File: src/rtl/qupls4_stream_alloc_if.sv
// Handshake bundle between the branch-miss stage, commit/flush free ports and the stream
// allocator.
interface qupls4_stream_alloc_if #(
  parameter int unsigned SW = 7
);
  logic          alloc_i;
  logic [SW-1:0] new_stream;
  logic          new_stream_v;
  logic          free0_i;
  logic [SW-1:0] free0_id;
  logic          free1_i;
  logic [SW-1:0] free1_id;
  logic [7:0]    nfree;
  logic          err_dblfree;
  logic          err_empty;

  modport master (
    output alloc_i, free0_i, free0_id, free1_i, free1_id,
    input  new_stream, new_stream_v, nfree, err_dblfree, err_empty
  );

  modport slave (
    input  alloc_i, free0_i, free0_id, free1_i, free1_id,
    output new_stream, new_stream_v, nfree, err_dblfree, err_empty
  );
endinterface

File: src/rtl/qupls4_stream_alloc.sv
// PC stream-ID allocator: free bitmap with a registered pre-selected lowest free ID,
// two free ports and sticky error flags.
module qupls4_stream_alloc #(
  parameter int unsigned NSTREAM = 32,
  parameter int unsigned SW      = 7
) (
  input logic                  clk,
  input logic                  rst_n,
  qupls4_stream_alloc_if.slave sa
);

  // ID 0 is "no stream"; ID 1 is the reset stream, in use out of reset.
  localparam logic [NSTREAM-1:0] MapRst = {{(NSTREAM - 2){1'b1}}, 2'b00};

  logic [NSTREAM-1:0] map_q, map_d;
  logic [SW-1:0]      ns_q, ns_d;
  logic               ns_v_q, ns_v_d;
  logic [7:0]         nfree_q, nfree_d;
  logic               err_dbl_q, err_empty_q;
  logic               alloc_ok, dbl;

  always_comb begin
    alloc_ok = sa.alloc_i & ns_v_q;
    map_d    = map_q;
    dbl      = 1'b0;

    for (int unsigned i = 0; i < NSTREAM; i++) begin
      if (alloc_ok && ns_q == SW'(i)) map_d[i] = 1'b0;
    end

    // Frees are applied after the alloc clear so that a same-cycle free wins.
    for (int unsigned i = 1; i < NSTREAM; i++) begin
      if (sa.free0_i && sa.free0_id == SW'(i)) begin
        if (map_q[i] && !(alloc_ok && ns_q == SW'(i))) dbl = 1'b1;
        map_d[i] = 1'b1;
      end
      if (sa.free1_i && sa.free1_id == SW'(i)) begin
        if (map_q[i] && !(alloc_ok && ns_q == SW'(i))) dbl = 1'b1;
        map_d[i] = 1'b1;
      end
    end

    if (sa.free0_i && 32'(sa.free0_id) >= NSTREAM) dbl = 1'b1;
    if (sa.free1_i && 32'(sa.free1_id) >= NSTREAM) dbl = 1'b1;

    ns_d = '0;
    for (int i = int'(NSTREAM) - 1; i >= 0; i--) begin
      if (map_d[i]) ns_d = SW'(i);
    end
    ns_v_d = |map_d;

    nfree_d = '0;
    for (int unsigned i = 0; i < NSTREAM; i++) begin
      nfree_d = nfree_d + 8'(map_d[i]);
    end
  end

  always_ff @(posedge clk or negedge rst_n) begin
    if (!rst_n) begin
      map_q       <= MapRst;
      ns_q        <= SW'(2);
      ns_v_q      <= 1'b1;
      nfree_q     <= 8'(NSTREAM - 2);
      err_dbl_q   <= 1'b0;
      err_empty_q <= 1'b0;
    end else begin
      map_q       <= map_d;
      ns_q        <= ns_d;
      ns_v_q      <= ns_v_d;
      nfree_q     <= nfree_d;
      err_dbl_q   <= err_dbl_q | dbl;
      err_empty_q <= err_empty_q | (sa.alloc_i & ~ns_v_q);
    end
  end

  assign sa.new_stream   = ns_q;
  assign sa.new_stream_v = ns_v_q;
  assign sa.nfree        = nfree_q;
  assign sa.err_dblfree  = err_dbl_q;
  assign sa.err_empty    = err_empty_q;

endmodule

File: src/flat_wrapper.sv
// flat-port wrapper written by rule: the top's interface ports become plain ports
module qupls4_stream_alloc_flat 
#(
  parameter int unsigned NSTREAM = 32,
  parameter int unsigned SW      = 7
)
  (clk, rst_n, sa_alloc_i, sa_free0_i, sa_free0_id, sa_free1_i, sa_free1_id, sa_new_stream, sa_new_stream_v, sa_nfree, sa_err_dblfree, sa_err_empty);
  qupls4_stream_alloc_if #(.SW(SW)) sa_i ();
  input logic clk;
  input logic rst_n;
  input wire logic [$bits(sa_i.alloc_i)-1:0] sa_alloc_i;
  input wire logic [$bits(sa_i.free0_i)-1:0] sa_free0_i;
  input wire logic [$bits(sa_i.free0_id)-1:0] sa_free0_id;
  input wire logic [$bits(sa_i.free1_i)-1:0] sa_free1_i;
  input wire logic [$bits(sa_i.free1_id)-1:0] sa_free1_id;
  output wire logic [$bits(sa_i.new_stream)-1:0] sa_new_stream;
  output wire logic [$bits(sa_i.new_stream_v)-1:0] sa_new_stream_v;
  output wire logic [$bits(sa_i.nfree)-1:0] sa_nfree;
  output wire logic [$bits(sa_i.err_dblfree)-1:0] sa_err_dblfree;
  output wire logic [$bits(sa_i.err_empty)-1:0] sa_err_empty;
  assign sa_i.alloc_i = sa_alloc_i;
  assign sa_i.free0_i = sa_free0_i;
  assign sa_i.free0_id = sa_free0_id;
  assign sa_i.free1_i = sa_free1_i;
  assign sa_i.free1_id = sa_free1_id;
  assign sa_new_stream = sa_i.new_stream;
  assign sa_new_stream_v = sa_i.new_stream_v;
  assign sa_nfree = sa_i.nfree;
  assign sa_err_dblfree = sa_i.err_dblfree;
  assign sa_err_empty = sa_i.err_empty;
  qupls4_stream_alloc #(.NSTREAM(NSTREAM), .SW(SW)) u_core (.clk(clk), .rst_n(rst_n), .sa(sa_i));
endmodule
File: config.mk
export PLATFORM = sky130hd
export DESIGN_NAME = qupls4_stream_alloc_flat
export DESIGN_NICKNAME = d
export VERILOG_FILES = /design/src/rtl/qupls4_stream_alloc_if.sv /design/src/rtl/qupls4_stream_alloc.sv /design/src/flat_wrapper.sv
export SDC_FILE = /design/constraint.sdc
export NUM_CORES = 1
export LEC_CHECK = 0
export CORE_UTILIZATION = 33
export CTS_CLUSTER_SIZE = 30
export DETAILED_ROUTE_END_ITERATION = 6
export MAX_ROUTING_LAYER = met4
export REMOVE_ABC_BUFFERS = 1
export SYNTH_ARGS = -nofsm -noshare
export SYNTH_HDL_FRONTEND = slang
export SYNTH_SLANG_ARGS = --single-unit
File: constraint.sdc
create_clock -name clk -period 12.09 [get_ports clk]
set_input_delay 2.418 -clock clk [delete_from_list [all_inputs] [get_ports clk]]
set_output_delay 2.418 -clock clk [all_outputs]
set_load 0.01 [all_outputs]
==> results by group <==
Run status
  • Status: finished, final reports clean

Logic synthesis
  • Cell count after synthesis: 412
  • Yosys reg bits: 46
  • Syn Area/Cell: 10.2 um^2
  • Synth area leaders: dfstp_2 23%, fa_1 11%, dfrtp_1 6.0%
  • Mux cell area share after synthesis: 0%
  • Top cell type's share of synthesized area: 22.6%
  • Number of flops mapped to enable cells by yosys: 0
  • Simple-Gate Fraction of Synth Area: 24.0%
  • Synth Area in XOR/XNOR: 0.628%
  • Cell taking the most area after synthesis: dfstp_2
  • Compound-Gate Fraction of Synth Area: 26.0%
  • Async S/R FF share, synth: 100%
  • Largest family of logic cells by synthesized area: compound AO/OA/AOI/OAI gates
  • Adder-cell share of the synthesized area: 14.2%
  • Ys flop type: dfstp_2
  • Synth Warn #: 0
  • Synth Cell Area: 4180 um^2
  • Sequential fraction of the synthesis area: 28.6%
  • Cell variety after synth: 83

Clock network
  • Inserted Clock Buffers: 5
  • CTS resizes: 0
  • Htree depth: 2
  • Clk sinks: 46
  • Setup repair bufs after CTS: 0
  • CTS Buffer Depth: 2
  • CTS Hold Buffers Added: 0
  • Clk slew on worst S/H paths: 0.06 ns
  • CTS root buf: clkbuf_16
  • Clk_lat worst skew: 0.28 ns
  • TritonCTS clock tree: yes

Worst hold path
  • Hold_sp: u_core.sa.err_empty
  • Hold EP: u_core.sa.err_empty
  • Hold Crit Class: reg2reg
  • Worst Hold Depth: 1

Cells and area
  • Nets: 486
  • Antenna cell count: 0
  • Most frequent cells in the layout: 39 x inv_1, 36 x dfstp_2, 31 x clkdlybuf4s50_1
  • Final Util: 38.9%
  • Most common cell after layout, fill and taps aside: inv_1
  • Layout cells sized above 1: 21.4%
  • Area growth syn-to-layout: 13.2%

Die
  • Die height: 115 um
  • Rows: 40
  • CORE AREA: 12,200 um^2
  • Initial Util: 34.4%
  • DIE WIDTH: 115 um
  • Die ar.: 13,100 um^2
  • Top Ports: 37

Setup path
  • RR Startpoint: u_core.sa.new_stream[3]
  • Register-to-Register Path Depth: 20
  • Setup Crit Path Kind: in2reg
  • Critical Path Start Type: input pin
  • Worst EP required: 12.30 ns
  • FF-to-FF End: u_core.sa.nfree[4]
  • Worst Path Max Fanout: 12
  • Worst EP arrival: 9.41 ns
  • Critical Path Sink Type: flop
  • Flop2flop setup slack: 5.08 ns

Global routing
  • Vias in the first global route: 3,477
  • Largest net degree at the start of global routing: 47
  • Initial antenna violation count: 0
  • Wire length of the first global-routing pass: 19.4 mm
  • Total gr overflow: 0
  • Total GRT Usage: 20.0%

Route
  • Drt wl/cell: 20.2 um
  • Drt pass-1 iters: 5
  • Antenna viol nets, final: 0
  • Vias: 3,454
  • Total Wirelength: 12.1 mm
  • DR DRC count: 0
  • Vias per cell: 5.74
  • Initial DRC Count: 249

Run
  • Total of max-cap violations: 0

STA
  • Final count of pins violating max slew: 0
  • Fin crit period: 9.20 ns
  • RSZ-0062 raised after global routing: no
  • Endpoints failing hold: 0
  • Least-Margin Pin Slew: 1.04 ns
  • Clock Skew: 0.00854 ns
  • # setup viols final: 0
  • Final Cycle Share: 76.1%
  • Worst slew margin: 30.4%
  • Sum Neg Setup Slack: 0 ns
  • Fmax: 109 MHz

Placement
  • Buffers on Ports: 32
  • Final HPWL DP: 9.85 mm
  • Placer Congestion: 0.896
state kept, by name, indices dropped and copies added, names as in the netlist:
| signal | count |
|---|---|
| u_core.map_q | 32 |
| u_core.sa.err_dblfree | 1 |
| u_core.sa.err_empty | 1 |
| u_core.sa.new_stream | 5 |
| u_core.sa.new_stream_v | 1 |
| u_core.sa.nfree | 6 |
final cells by class:
type | instances | area, um^2
tap | 168 | 210
multi-input combinational | 308 | 2720
inverter | 41 | 154
timing repair buffer | 32 | 315
sequential | 46 | 1200
fill | 1200 | 7430
clock buffer | 5 | 125
clock inverter | 2 | 10.0
worst max path at each step:
stage	start	endpoint	slack (ns)	depth (start not counted)
floorplan	sa_free0_id[2]	u_core.sa.nfree[4]	3.78	20
global placement	sa_free1_id[3]	u_core.sa.nfree[4]	2.70	21
detailed placement	sa_free0_id[5]	u_core.sa.nfree[4]	2.59	21
CTS	sa_free0_id[2]	u_core.sa.nfree[4]	2.87	21
global route	sa_free1_id[3]	u_core.sa.nfree[4]	2.48	21
finish	sa_free1_id[3]	u_core.sa.nfree[4]	2.89	21
stage by stage:
step,area [um^2],hold slack (ns),cells,worst slack [ns]
after floorplan,4070,0.493,395,3.78
after global placement,4600,0.441,595,2.70
after detailed placement,4600,0.449,595,2.59
after CTS,4730,0.462,602,2.87
after global routing,4730,0.494,602,2.48
final,4730,0.453,602,2.89
cell families after synthesis:
kind of cell | count (synthesis)
buffers and inverters | 61
DFF | 46
and+or+nand+nor | 139
AOI/OAI and AO/OA | 129
xor gates and xnor gates | 3
other | 1
adders and majority gates | 33
worst max-delay path, stage by stage:
cell and delay [ns]:
clkdlybuf4s50_1 0.62, nor4_1 0.59, nand2_1 0.25, o221ai_1 0.47, inv_1 0.09, ha_1 0.29, inv_1 0.05, fa_1 0.50
inv_1 0.06, fa_1 0.50, fa_1 0.51, fa_1 0.52, fa_1 0.55, inv_1 0.06, fa_1 0.50, inv_1 0.05
fa_1 0.45, fa_1 0.41, a21o_1 0.19, a21oi_1 0.16, xnor2_1 0.13
metal layers:
metal  wire, um  GRT usage [%]
met1       5470           26.2
met2       5820           32.4
met3        545           2.54
met4        314           6.32
met5          0              -
cell usage after synthesis (4+ instances only):
| library cell | count |
|---|---|
| inv_1 | 39 |
| clkbuf_1 | 4 |
| a21oi_1 | 9 |
| o221ai_2 | 5 |
| buf_4 | 6 |
| o41ai_2 | 4 |
| dfrtp_1 | 10 |
| ha_1 | 9 |
| o21ai_0 | 19 |
| nor4_1 | 8 |
| fa_1 | 24 |
| o221ai_1 | 8 |
| nor3_1 | 4 |
| a22oi_1 | 4 |
| nor2_1 | 14 |
| nand3_1 | 8 |
| nor2b_1 | 8 |
| and4b_1 | 6 |
| dfstp_2 | 36 |
| nand2_2 | 5 |
| a21o_1 | 4 |
| nand2_1 | 28 |
| nor4b_4 | 4 |
| a32oi_1 | 7 |
| o22a_1 | 12 |
| buf_2 | 5 |
| nor4_2 | 4 |
| o22ai_1 | 14 |
| and2_1 | 6 |
| nand2b_1 | 10 |
| o31ai_1 | 9 |
Power is left out: the tool's default activity adds up to more than one toggle a clock period on the data nets, which glitch-free logic cannot reach.
